<file path="src/rtl/slave_bb_q_pkg.sv">
// Shared types for the slave bus bridge: FSM states, mode encoding, request packing.
// Request entries are packed as {mode, addr, data} with mode in the MSB.
package slave_bb_pkg;

  typedef enum logic [1:0] {IDLE, SEND, WAIT} state_t;

  localparam logic MODE_WR = 1'b1;
  localparam logic MODE_RD = 1'b0;

  function automatic int req_w(input int addr_w, input int data_w);
    return 1 + addr_w + data_w;
  endfunction

endpackage

</file>
<file path="src/rtl/slave_bb_q_if.sv">
// Local master request port, remote forward port and read completion port of the bridge.
// The slave modport is the bridge side; the master modport is the driving environment.
interface slave_bb_q_if #(
  parameter int ADDR_W = 16,
  parameter int DATA_W = 8,
  parameter int LVL_W  = 3
);
  logic              sl;
  logic [ADDR_W-1:0] address;
  logic [DATA_W-1:0] wdata;
  logic              mode_in;
  logic              valid;
  logic              ready;
  logic [ADDR_W-1:0] address_out;
  logic [DATA_W-1:0] data_out;
  logic              mode_out;
  logic              valid_out;
  logic              remote_ready;
  logic              sl_valid;
  logic [DATA_W-1:0] sl_rdata;
  logic [DATA_W-1:0] data_in;
  logic              valid_in;
  logic              rd_err;
  logic [LVL_W-1:0]  level;

  modport slave (
    input  sl, address, wdata, mode_in, valid, remote_ready, sl_valid, sl_rdata,
    output ready, address_out, data_out, mode_out, valid_out, data_in, valid_in, rd_err, level
  );

  modport master (
    output sl, address, wdata, mode_in, valid, remote_ready, sl_valid, sl_rdata,
    input  ready, address_out, data_out, mode_out, valid_out, data_in, valid_in, rd_err, level
  );
endinterface

</file>
<file path="src/rtl/slave_bb_q_fifo.sv">
// Synchronous request FIFO with registered occupancy; head is visible combinationally.
// Zero-latency head read; push is ignored when full and pop is ignored when empty.
module sync_fifo #(
  parameter  int WIDTH = 8,
  parameter  int DEPTH = 4,
  localparam int LVL_W = $clog2(DEPTH + 1),
  localparam int PTR_W = (DEPTH > 1) ? $clog2(DEPTH) : 1
) (
  input  logic             clk,
  input  logic             rst,
  input  logic             i_push,
  input  logic [WIDTH-1:0] i_wdata,
  input  logic             i_pop,
  output logic [WIDTH-1:0] o_rdata,
  output logic             o_full,
  output logic             o_empty,
  output logic [LVL_W-1:0] o_level
);

  logic [WIDTH-1:0] r_mem [DEPTH];
  logic [PTR_W-1:0] r_wr_ptr;
  logic [PTR_W-1:0] r_rd_ptr;
  logic [LVL_W-1:0] r_level;
  logic             w_push;
  logic             w_pop;

  assign o_full  = (r_level == LVL_W'(DEPTH));
  assign o_empty = (r_level == '0);
  assign o_level = r_level;
  assign o_rdata = r_mem[r_rd_ptr];
  assign w_push  = i_push && !o_full;
  assign w_pop   = i_pop && !o_empty;

  always_ff @(posedge clk) begin
    if (w_push) r_mem[r_wr_ptr] <= i_wdata;
  end

  // DEPTH is a power of two, so pointers wrap by natural overflow.
  always_ff @(posedge clk or posedge rst) begin
    if (rst) begin
      r_wr_ptr <= '0;
      r_rd_ptr <= '0;
      r_level  <= '0;
    end else begin
      if (w_push) r_wr_ptr <= r_wr_ptr + PTR_W'(1);
      if (w_pop)  r_rd_ptr <= r_rd_ptr + PTR_W'(1);
      case ({w_push, w_pop})
        2'b10:   r_level <= r_level + LVL_W'(1);
        2'b01:   r_level <= r_level - LVL_W'(1);
        default: r_level <= r_level;
      endcase
    end
  end

endmodule

</file>
<file path="src/rtl/slave_bb_q.sv">
// Slave bus bridge: queues selected requests, forwards them one at a time, returns read data or timeout.
// Push-to-valid_out two edges, response to valid_in one edge; ready drops only when the queue is full.
module slave_bb_q
  import slave_bb_pkg::*;
#(
  parameter int ADDR_W  = 16,
  parameter int DATA_W  = 8,
  parameter int DEPTH   = 4,
  parameter int TIMEOUT = 64
) (
  input logic          clk,
  input logic          rst,
  slave_bb_q_if.slave  bus
);

  localparam int REQ_W = req_w(ADDR_W, DATA_W);
  localparam int LVL_W = $clog2(DEPTH + 1);
  localparam int TMR_W = (TIMEOUT > 1) ? $clog2(TIMEOUT) : 1;
  localparam logic [TMR_W-1:0] TMR_LAST = (TIMEOUT > 0) ? TMR_W'(TIMEOUT - 1) : '0;

  state_t            r_state;
  state_t            w_next;
  logic [TMR_W-1:0]  r_timer;
  logic [DATA_W-1:0] r_data_in;
  logic              r_valid_in;
  logic              r_rd_err;
  logic              w_push;
  logic              w_pop;
  logic              w_full;
  logic              w_empty;
  logic              w_send;
  logic              w_timeout;
  logic              w_complete;
  logic [REQ_W-1:0]  w_head;
  logic [LVL_W-1:0]  w_level;

  assign w_push     = bus.sl && bus.valid && !w_full;
  assign w_send     = (r_state == SEND);
  assign w_timeout  = (TIMEOUT != 0) && (r_timer == TMR_LAST);
  assign w_complete = (r_state == WAIT) && (bus.sl_valid || w_timeout);

  sync_fifo #(.WIDTH(REQ_W), .DEPTH(DEPTH)) u_fifo (
    .clk     (clk),
    .rst     (rst),
    .i_push  (w_push),
    .i_wdata ({bus.mode_in, bus.address, bus.wdata}),
    .i_pop   (w_pop),
    .o_rdata (w_head),
    .o_full  (w_full),
    .o_empty (w_empty),
    .o_level (w_level)
  );

  always_ff @(posedge clk or posedge rst) begin
    if (rst) r_state <= IDLE;
    else     r_state <= w_next;
  end

  always_comb begin
    w_next = r_state;
    w_pop  = 1'b0;
    case (r_state)
      IDLE: if (!w_empty) w_next = SEND;
      SEND: begin
        if (bus.remote_ready) begin
          w_pop  = 1'b1;
          w_next = (w_head[REQ_W-1] == MODE_WR) ? IDLE : WAIT;
        end
      end
      WAIT:    if (bus.sl_valid || w_timeout) w_next = IDLE;
      default: w_next = IDLE;
    endcase
  end

  // Cleared while the read is being handed off, so WAIT always starts counting from zero.
  always_ff @(posedge clk or posedge rst) begin
    if (rst)                                     r_timer <= '0;
    else if (r_state == SEND)                    r_timer <= '0;
    else if (r_state == WAIT && r_timer != '1)   r_timer <= r_timer + TMR_W'(1);
  end

  always_ff @(posedge clk or posedge rst) begin
    if (rst) begin
      r_valid_in <= 1'b0;
      r_rd_err   <= 1'b0;
      r_data_in  <= '0;
    end else if (w_complete) begin
      r_valid_in <= 1'b1;
      r_rd_err   <= !bus.sl_valid;
      r_data_in  <= bus.sl_valid ? bus.sl_rdata : '0;
    end else begin
      r_valid_in <= 1'b0;
      r_rd_err   <= 1'b0;
    end
  end

  assign bus.ready       = !w_full;
  assign bus.level       = w_level;
  assign bus.valid_out   = w_send;
  assign bus.mode_out    = w_send & w_head[REQ_W-1];
  assign bus.address_out = w_send ? w_head[REQ_W-2 -: ADDR_W] : '0;
  assign bus.data_out    = w_send ? w_head[DATA_W-1:0] : '0;
  assign bus.data_in     = r_data_in;
  assign bus.valid_in    = r_valid_in;
  assign bus.rd_err      = r_rd_err;

endmodule

</file>
<file path="src/flat_wrapper.sv">
// flat-port wrapper written by rule: the top's interface ports become plain ports
module slave_bb_q_flat import slave_bb_pkg::*;
#(
  parameter int ADDR_W  = 16,
  parameter int DATA_W  = 8,
  parameter int DEPTH   = 4,
  parameter int TIMEOUT = 64
)
  (clk, rst, bus_sl, bus_address, bus_wdata, bus_mode_in, bus_valid, bus_remote_ready, bus_sl_valid, bus_sl_rdata, bus_ready, bus_address_out, bus_data_out, bus_mode_out, bus_valid_out, bus_data_in, bus_valid_in, bus_rd_err, bus_level);
  slave_bb_q_if #(.ADDR_W(ADDR_W), .DATA_W(DATA_W), .LVL_W(3)) bus_i ();
  input logic clk;
  input logic rst;
  input wire logic [$bits(bus_i.sl)-1:0] bus_sl;
  input wire logic [$bits(bus_i.address)-1:0] bus_address;
  input wire logic [$bits(bus_i.wdata)-1:0] bus_wdata;
  input wire logic [$bits(bus_i.mode_in)-1:0] bus_mode_in;
  input wire logic [$bits(bus_i.valid)-1:0] bus_valid;
  input wire logic [$bits(bus_i.remote_ready)-1:0] bus_remote_ready;
  input wire logic [$bits(bus_i.sl_valid)-1:0] bus_sl_valid;
  input wire logic [$bits(bus_i.sl_rdata)-1:0] bus_sl_rdata;
  output wire logic [$bits(bus_i.ready)-1:0] bus_ready;
  output wire logic [$bits(bus_i.address_out)-1:0] bus_address_out;
  output wire logic [$bits(bus_i.data_out)-1:0] bus_data_out;
  output wire logic [$bits(bus_i.mode_out)-1:0] bus_mode_out;
  output wire logic [$bits(bus_i.valid_out)-1:0] bus_valid_out;
  output wire logic [$bits(bus_i.data_in)-1:0] bus_data_in;
  output wire logic [$bits(bus_i.valid_in)-1:0] bus_valid_in;
  output wire logic [$bits(bus_i.rd_err)-1:0] bus_rd_err;
  output wire logic [$bits(bus_i.level)-1:0] bus_level;
  assign bus_i.sl = bus_sl;
  assign bus_i.address = bus_address;
  assign bus_i.wdata = bus_wdata;
  assign bus_i.mode_in = bus_mode_in;
  assign bus_i.valid = bus_valid;
  assign bus_i.remote_ready = bus_remote_ready;
  assign bus_i.sl_valid = bus_sl_valid;
  assign bus_i.sl_rdata = bus_sl_rdata;
  assign bus_ready = bus_i.ready;
  assign bus_address_out = bus_i.address_out;
  assign bus_data_out = bus_i.data_out;
  assign bus_mode_out = bus_i.mode_out;
  assign bus_valid_out = bus_i.valid_out;
  assign bus_data_in = bus_i.data_in;
  assign bus_valid_in = bus_i.valid_in;
  assign bus_rd_err = bus_i.rd_err;
  assign bus_level = bus_i.level;
  slave_bb_q #(.ADDR_W(ADDR_W), .DATA_W(DATA_W), .DEPTH(DEPTH), .TIMEOUT(TIMEOUT)) u_core (.clk(clk), .rst(rst), .bus(bus_i));
endmodule
</file>
<file path="config.mk">
export PLATFORM = sky130hd
export DESIGN_NAME = slave_bb_q_flat
export DESIGN_NICKNAME = d
export VERILOG_FILES = /design/src/rtl/slave_bb_q_pkg.sv /design/src/rtl/slave_bb_q_if.sv /design/src/rtl/slave_bb_q_fifo.sv /design/src/rtl/slave_bb_q.sv /design/src/flat_wrapper.sv
export SDC_FILE = /design/constraint.sdc
export NUM_CORES = 1
export LEC_CHECK = 0
export BUFFER_PORTS_ARGS = -buffer_cell sky130_fd_sc_hd__buf_4
export CAP_MARGIN = 25
export CORE_ASPECT_RATIO = 2
export CORE_UTILIZATION = 51
export DETAILED_ROUTE_END_ITERATION = 10
export PLACE_DENSITY = 0.77
export SYNTH_ARGS = -nofsm -noshare
export SYNTH_HDL_FRONTEND = slang
export SYNTH_SLANG_ARGS = --single-unit
</file>
<file path="constraint.sdc">
create_clock -name clk -period 2.1 [get_ports clk]
set_input_delay 0.315 -clock clk [delete_from_list [all_inputs] [get_ports clk]]
set_output_delay 0.315 -clock clk [all_outputs]
set_load 0.02 [all_outputs]
</file>
# Yosys cells after proc, flatten, opt, wreduce, memory -nomap -nowiden
# Memory sizes are Yosys's and may differ from the RTL's.
# Index checks and enable logic that the tools add are counted.
# Widths: inputs -> output; s select.
[word_totals]
mem_bits_rw = 100
register_bits = 25
n_memories = 1
word_cells = 57
input_bits = 39
out_inout_bits = 40
[memory_table]
columns = ["memory", "words", "width", "rd", "rd_clocked_by_memory_dff", "wr", "line_no", "text"]
rows = [
  ["u_core.u_fifo.r_mem", 4, 25, 1, 0, 1, "slave_bb_q_fifo.sv:20", "logic [WIDTH-1:0] r_mem [DEPTH];"],
]
[classes]
reduce_logical = 15
eq_ne = 10
n_addsub = 5
bitwise = 1
mux = 17
[op_table]
columns = ["cell", "n"]
rows = [
  ["$mux 16", 1],
  ["$mux 8", 2],
  ["$mux 6", 2],
  ["$mux 2", 4],
  ["$add 6x1->6 const B", 1],
  ["$eq 6x6->1 const B", 1],
  ["$logic_and 1x1->1", 6],
  ["$mux 1", 6],
  ["$ne 6x6->1 const B", 1],
  ["$pmux 2 s3", 1],
  ["$pmux 3 s2", 1],
  ["$add 2x1->2 const B", 2],
  ["$eq 2x1->1 const B", 2],
  ["$eq 2x2->1 const B", 2],
  ["$ne 2x2->1 const B", 2],
  ["$reduce_bool 2->1", 2],
  ["$add 3x1->3 const B", 1],
  ["$eq 3x3->1 const B", 1],
  ["$logic_not 1->1", 3],
  ["$logic_not 3->1", 1],
  ["$reduce_and 3->1", 1],
  ["$sub 3x1->3 const B", 1],
  ["$logic_not 2->1", 1],
  ["$ne 2x1->1 const B", 1],
  ["other kinds (2)", 2],
]

# Logic depth before layout (Yosys ltp)
[logic_depth]
word_depth = 6
depth_mapped = 9
mapped_depth_nobuf = 9

# Hierarchy
# A second synthesis with hierarchy kept.
[hier_totals]
cells_unflattened = 292
hier_area_um2 = 5230.0
[modules_own_cells]
columns = ["module", "seq_area_each_um2", "n_inst", "cells_per_inst", "area_per_inst_um2"]
rows = [
  ["sync_fifo", 3178.0, 1, 169, 4083.9],
  ["slave_bb_q", 450.4, 1, 123, 1146.1],
]

# Least setup slack after synthesis
# Ideal clock, no wire load.
[synth_timing]
path_kind = "register -> register"
startpoint = "register u_core.r_state[1]"
endpoint = "register u_core.u_fifo.r_level[2], in the netlist u_core.u_fifo.o_level[2]"
period_less_slack_ns = 2.020
required_time_ns = 2.020
arrival_time_ns = 1.940
slack_ns = 0.080
path_stages_with_launch = 10
path_buffers = 1
setup_time_ns = 0.080
cell_sequence = "dfrtp_1 > nor2b_1 > clkbuf_1 > and3_1 > ha_1 > inv_1 > fa_1 > xor2_1 > nor2_1 > xor2_1"
[synth_between]
elab_chain_len = 5
elab_cells_between_ends = 7
cone_classes = "eq/ne: 3; mux: 2; reduce/logical: 2"
[synth_rtl]
columns = ["item", "line_no", "text"]
rows = [
  ["start, declared", "slave_bb_q.sv:21", "state_t r_state;"],
  ["start signal, assigned", "slave_bb_q.sv:56", "else r_state <= w_next;"],
  ["$eq 2x1->1 (*)", "slave_bb_q.sv:62", "case (r_state)"],
  ["$mux 1 (*)", "slave_bb_q.sv:62", ""],
  ["$logic_and 1x1->1 (*)", "slave_bb_q_fifo.sv:32", "assign w_pop = i_pop && !o_empty;"],
  ["named net u_core.u_fifo.w_pop", "slave_bb_q_fifo.sv:25", "logic w_pop;"],
  ["$eq 2x1->1 / $eq 2x2->1 (equally long branches)", "slave_bb_q_fifo.sv:47", "case ({w_push, w_pop})"],
  ["$pmux 3 s2 / $reduce_bool 2->1 (equally long branches)", "-", ""],
  ["end signal, assigned", "slave_bb_q_fifo.sv:48", "2'b10: r_level <= r_level + LVL_W'(1);"],
  ["end signal, assigned", "slave_bb_q_fifo.sv:49", "2'b01: r_level <= r_level - LVL_W'(1);"],
  ["end signal, assigned", "slave_bb_q_fifo.sv:50", "default: r_level <= r_level;"],
  ["end, declared", "slave_bb_q_fifo.sv:23", "logic [LVL_W-1:0] r_level;"],
]
# The timed path passes the listed nets; every way through them passes the cells marked *.
# A chain may end at the register's enable or synchronous reset.

# Worst setup path in the final report
[layout_timing]
startpoint = "register u_core.u_fifo.r_rd_ptr[0]"
endpoint = "output port bus_address_out[3]"
[layout_between]
elab_chain_len = 2
[layout_rtl]
columns = ["item", "line_no", "text"]
rows = [
  ["start, declared", "slave_bb_q_fifo.sv:22", "logic [PTR_W-1:0] r_rd_ptr;"],
  ["start signal, assigned", "slave_bb_q_fifo.sv:46", "if (w_pop) r_rd_ptr <= r_rd_ptr + PTR_W'(1);"],
  ["$mem_v2 4x25", "-", ""],
  ["$mux 16", "slave_bb_q.sv:101", "assign bus.address_out = w_send ? w_head[REQ_W-2 -: ADDR_W] : '0;"],
  ["end, declared", "flat_wrapper.sv:22", "output wire logic [$bits(bus_i.address_out)-1:0] bus_address_out;"],
]
# Every way passes these cells.

==> flow_summary_export.csv <==
group,metric,value,unit
outcome,outcome,"finished with violations",
outcome,violations,"negative setup slack",
routing,wl,9.96,mm
routing,drc,0,
timing,setup_viol,25,
yosys,synth_fp_nets,340,
final_layout,fin_nets,443,
power,vdd_drop_max,1.04,mV
yosys,syn_inst,294,
floorplan,die_x,73.1,um
power,p_leak,2.65,nW
routing,ant_nets,0,
grt,antenna_found_initial,0,
clocking,clock_latency,0.41,ns
worst_setup_path,path_class,"reg -> out",
grt,grtUsageTotal,21.1,%
floorplan,initial_core_util,52.7,%
final_layout,fin_util,70.3,%
clocking,cts_made_buffers,17,
grt,globalRouteOverflowTotal,0,
worst_setup_path,cp_max_fo,7,
worst_setup_path,slowest_delay,0.51,ns
placement,place_hpwl,6.03,mm
floorplan,core,9760,um^2
timing,period_needed,2.21,ns
yosys,synth-seq-area-share,70.5,%
placement,io_buffers,78,
floorplan,io_pins,79,
power,swShare,30.1,%
worst_setup_path,cp_cell_sequence,"buf_12 > buf_16 > mux4_2 > and2_4 > buf_6",
routing,vias_per_cell,5.47,
clocking,cts.clk_slew.worst_paths,0.05,ns
power,pwr-share-seq,31.2,%
worst_setup_path,crit_path_end_kind,"output pin",
final_layout,area_growth,33.3,%
clocking,cts_buffer_depth,2,
yosys,synth_warnings,0,
yosys,synth_cell_type_count,43,
floorplan,die_area,10500,um^2
grt,grt_max_degree,29,
timing,hold_viol,0,
worst_setup_path,cp.required,1.78,ns
routing,vias,2966,
worst_setup_path,cp.arrival,1.89,ns
final_layout,nFillCells,616,
timing,whs,0.0852,ns
floorplan,std_cell_rows,51,
timing,finalWorstSetupSlack,-0.109,ns
routing,drtIter0Drc,170,
grt,grt_pass1_wl,15.7,mm
routing,routedWlPerCell,18.4,um
clocking,cts.sinks,125,
final_layout,drive_gt1_share,46.3,%
clocking,cts.htree.levels,4,
grt,grt_pass1_vias,3091,
power,power.switching,3.12,mW
timing,drv_slew,0,
flow_run,drv_cap,0,
clocking,cts_tree,"done",
timing,fin_crit_sh,105,%
worst_setup_path,cp_slowest_cell,"mux4_2",
yosys,avgSynthCellArea,17.5,um^2
floorplan,dieHeight,144,um
hold_path,hp-class,"in -> reg",
placement,routabilityCongestion,0.810,
power,p_per_area,1510,nW/um^2
final_layout,diodes,0,
timing,tightest_slew,0.583,ns
power,intPower,7.26,mW
timing,fin_worst_skew,0.00691,ns
timing,timing.fmax,453,MHz
worst_setup_path,start_kind,"flop",
clocking,clk_root_buffer_cell,"clkbuf_16",
power,p_comb_share,39.9,%
timing,max_slew_margin,61.2,%
timing,rsz0062_at_grt,"true",
yosys,synth-seq-cells,125,
yosys,syn-cell-area,5150,um^2
routing,first_pass_iters,5,
power,clockPowerShare,28.9,%
-- worst paths after layout --
path / start / end / slack (ns) / cells past startpoint
worst max register to register: u_core.u_fifo.o_level[1] / u_core.u_fifo.o_level[2] / 0.10 / 8
worst max-delay path: u_core.u_fifo.r_rd_ptr[0] / bus_address_out[3] / -0.11 / 5
max in group asynchronous: rst / u_core.u_fifo.r_rd_ptr[0] / 1.31 / 4
worst min-delay path: bus_sl_valid / u_core.bus.rd_err / 0.09 / 2
min in group asynchronous: rst / u_core.r_timer[2] / 0.52 / 4
worst min register to register: u_core.u_fifo.o_level[0] / u_core.u_fifo.o_level[0] / 0.53 / 1
-- placed cells by master, fill, tap and decap left out, types with 4 or more instances in the layout --
master      netlist  routed
inv_1            18      18
nand2_1           9       9
nor2_1            6       5
and2_1           31       6
a22oi_1           8       8
and2_4            0      25
buf_6             1      26
clkbuf_16         0      17
clkinvlp_4        0       4
mux4_2           18      25
edfxtp_1        100     100
bufinv_16         0       4
o21ai_1           8       8
buf_4             0      64
dfrtp_1          25      22
buf_12            2       6
ha_1              6       6
-- cell usage after synthesis (all sizes together) --
master,count,area (um^2)
a221oi,1,8.76
o21ai,10,50.1
and3b,1,8.76
a22oi,8,60.1
nand3,3,15.0
a21o,2,16.3
xnor2,3,26.3
a211o,2,17.5
nor2b,1,6.26
nor3,2,10.0
fa,1,20.0
or3,1,6.26
dfrtp,25,626
a2bb2oi,1,8.76
clkbuf,4,15.0
nand2,9,33.8
a31oi,1,6.26
mux2,1,11.3
inv,18,67.6
and4,1,8.76
a41oi,3,26.3
buf,12,95.1
nand2b,1,6.26
xor2,3,26.3
nor2,6,22.5
ha,6,75.1
and3,1,6.26
o22ai,1,6.26
edfxtp,100,3000
nand4,3,18.8
and2,31,194
a2111oi,1,15.0
o31a,1,8.76
a211oi,2,15.0
mux4,25,589
a21oi,2,10.0
mux2i,1,10.0
-- metrics by stage --
stage | TNS [ns] | total power [mW] | setup WS [ns] | cell area, um^2 | instances
final | -2.18 | 10.4 | -0.109 | 6870 | 542
after global routing | -3.55 | 10.9 | -0.172 | 6870 | 542
after detailed placement | 0 | 6.56 | 0.0463 | 5960 | 500
after global placement | 0 | 6.48 | 0.174 | 5960 | 500
after CTS | -2.46 | 10.4 | -0.123 | 6820 | 539
after floorplan | 0 | 5.36 | 0.0804 | 5150 | 294
-- repair_timing --
item                                    in CTS  in global routing
gates resized for setup                     58                  8
endpoints found under the setup margin      25                 27
hold buffers                                 1                  0
gates cloned                                 2                  0
buffers inserted                             4                  3
endpoints found under the hold margin       25                  0
pin swaps                                    0                  0
-- final cells by class --
cell class | count | area (um^2) | area share, %
clock buffers | 17 | 425 | 6.20
clock inverters | 15 | 195 | 2.84
inverters | 18 | 67.6 | 0.984
multi-input cells | 135 | 1390 | 20.3
flip-flops and latches | 125 | 3630 | 52.9
well taps | 132 | 165 | 2.41
repair buffers | 100 | 986 | 14.4
-- state kept, by name, indices dropped and copies added (netlist names) --
register,cells
u_core.r_state,2
u_core.bus.valid_in,1
u_core.u_fifo.o_level,3
u_core.u_fifo.r_wr_ptr,2
u_core.u_fifo.r_mem,100
u_core.bus.data_in,8
u_core.r_timer,6
u_core.bus.rd_err,1
u_core.u_fifo.r_rd_ptr,2
-- routing by layer --
metal / up-vias / part of all wire, % / routed length, um / track usage [%]
met4: 0 / 2.2 / 224 / 9.60
met3: 18 / 4.1 / 406 / 6.69
met2: 95 / 57 / 5670 / 36.7
li1: 1334 / - / - / -
met1: 1519 / 37 / 3660 / 23.0
met5: - / 0 / 0 / 0
-- worst max-delay path: cells and delay by family, from the launching register on --
family,cells,cell delay [ns]
buffers and inverters,3,0.41
and+or+nand+nor,1,0.18
DFF,1,0.39
muxes,1,0.51
-- power groups by stage --
stage,Clock (mW),Combinational [mW],Sequential [mW]
2_1_floorplan,0,2.03,3.33
3_3_place_gp,0,3.21,3.27
3_5_place_dp,0,3.27,3.30
4_1_cts,3.04,4.08,3.23
5_1_grt,3.15,4.42,3.28
6_report,3.00,4.14,3.24
-- cells by family (layout without fill, tap and decap cells) --
kind of cell,Yosys count,count (layout),synth area share [%]
compound gates,35,35,4.84
xor+xnor,6,6,1.02
fa+ha+maj,7,7,1.85
buf+inv,34,150,3.45
flops,125,125,70.5
mux,27,27,11.9
simple gates,60,60,6.54
No activity file was read; power rests on OpenSTA's default activity.
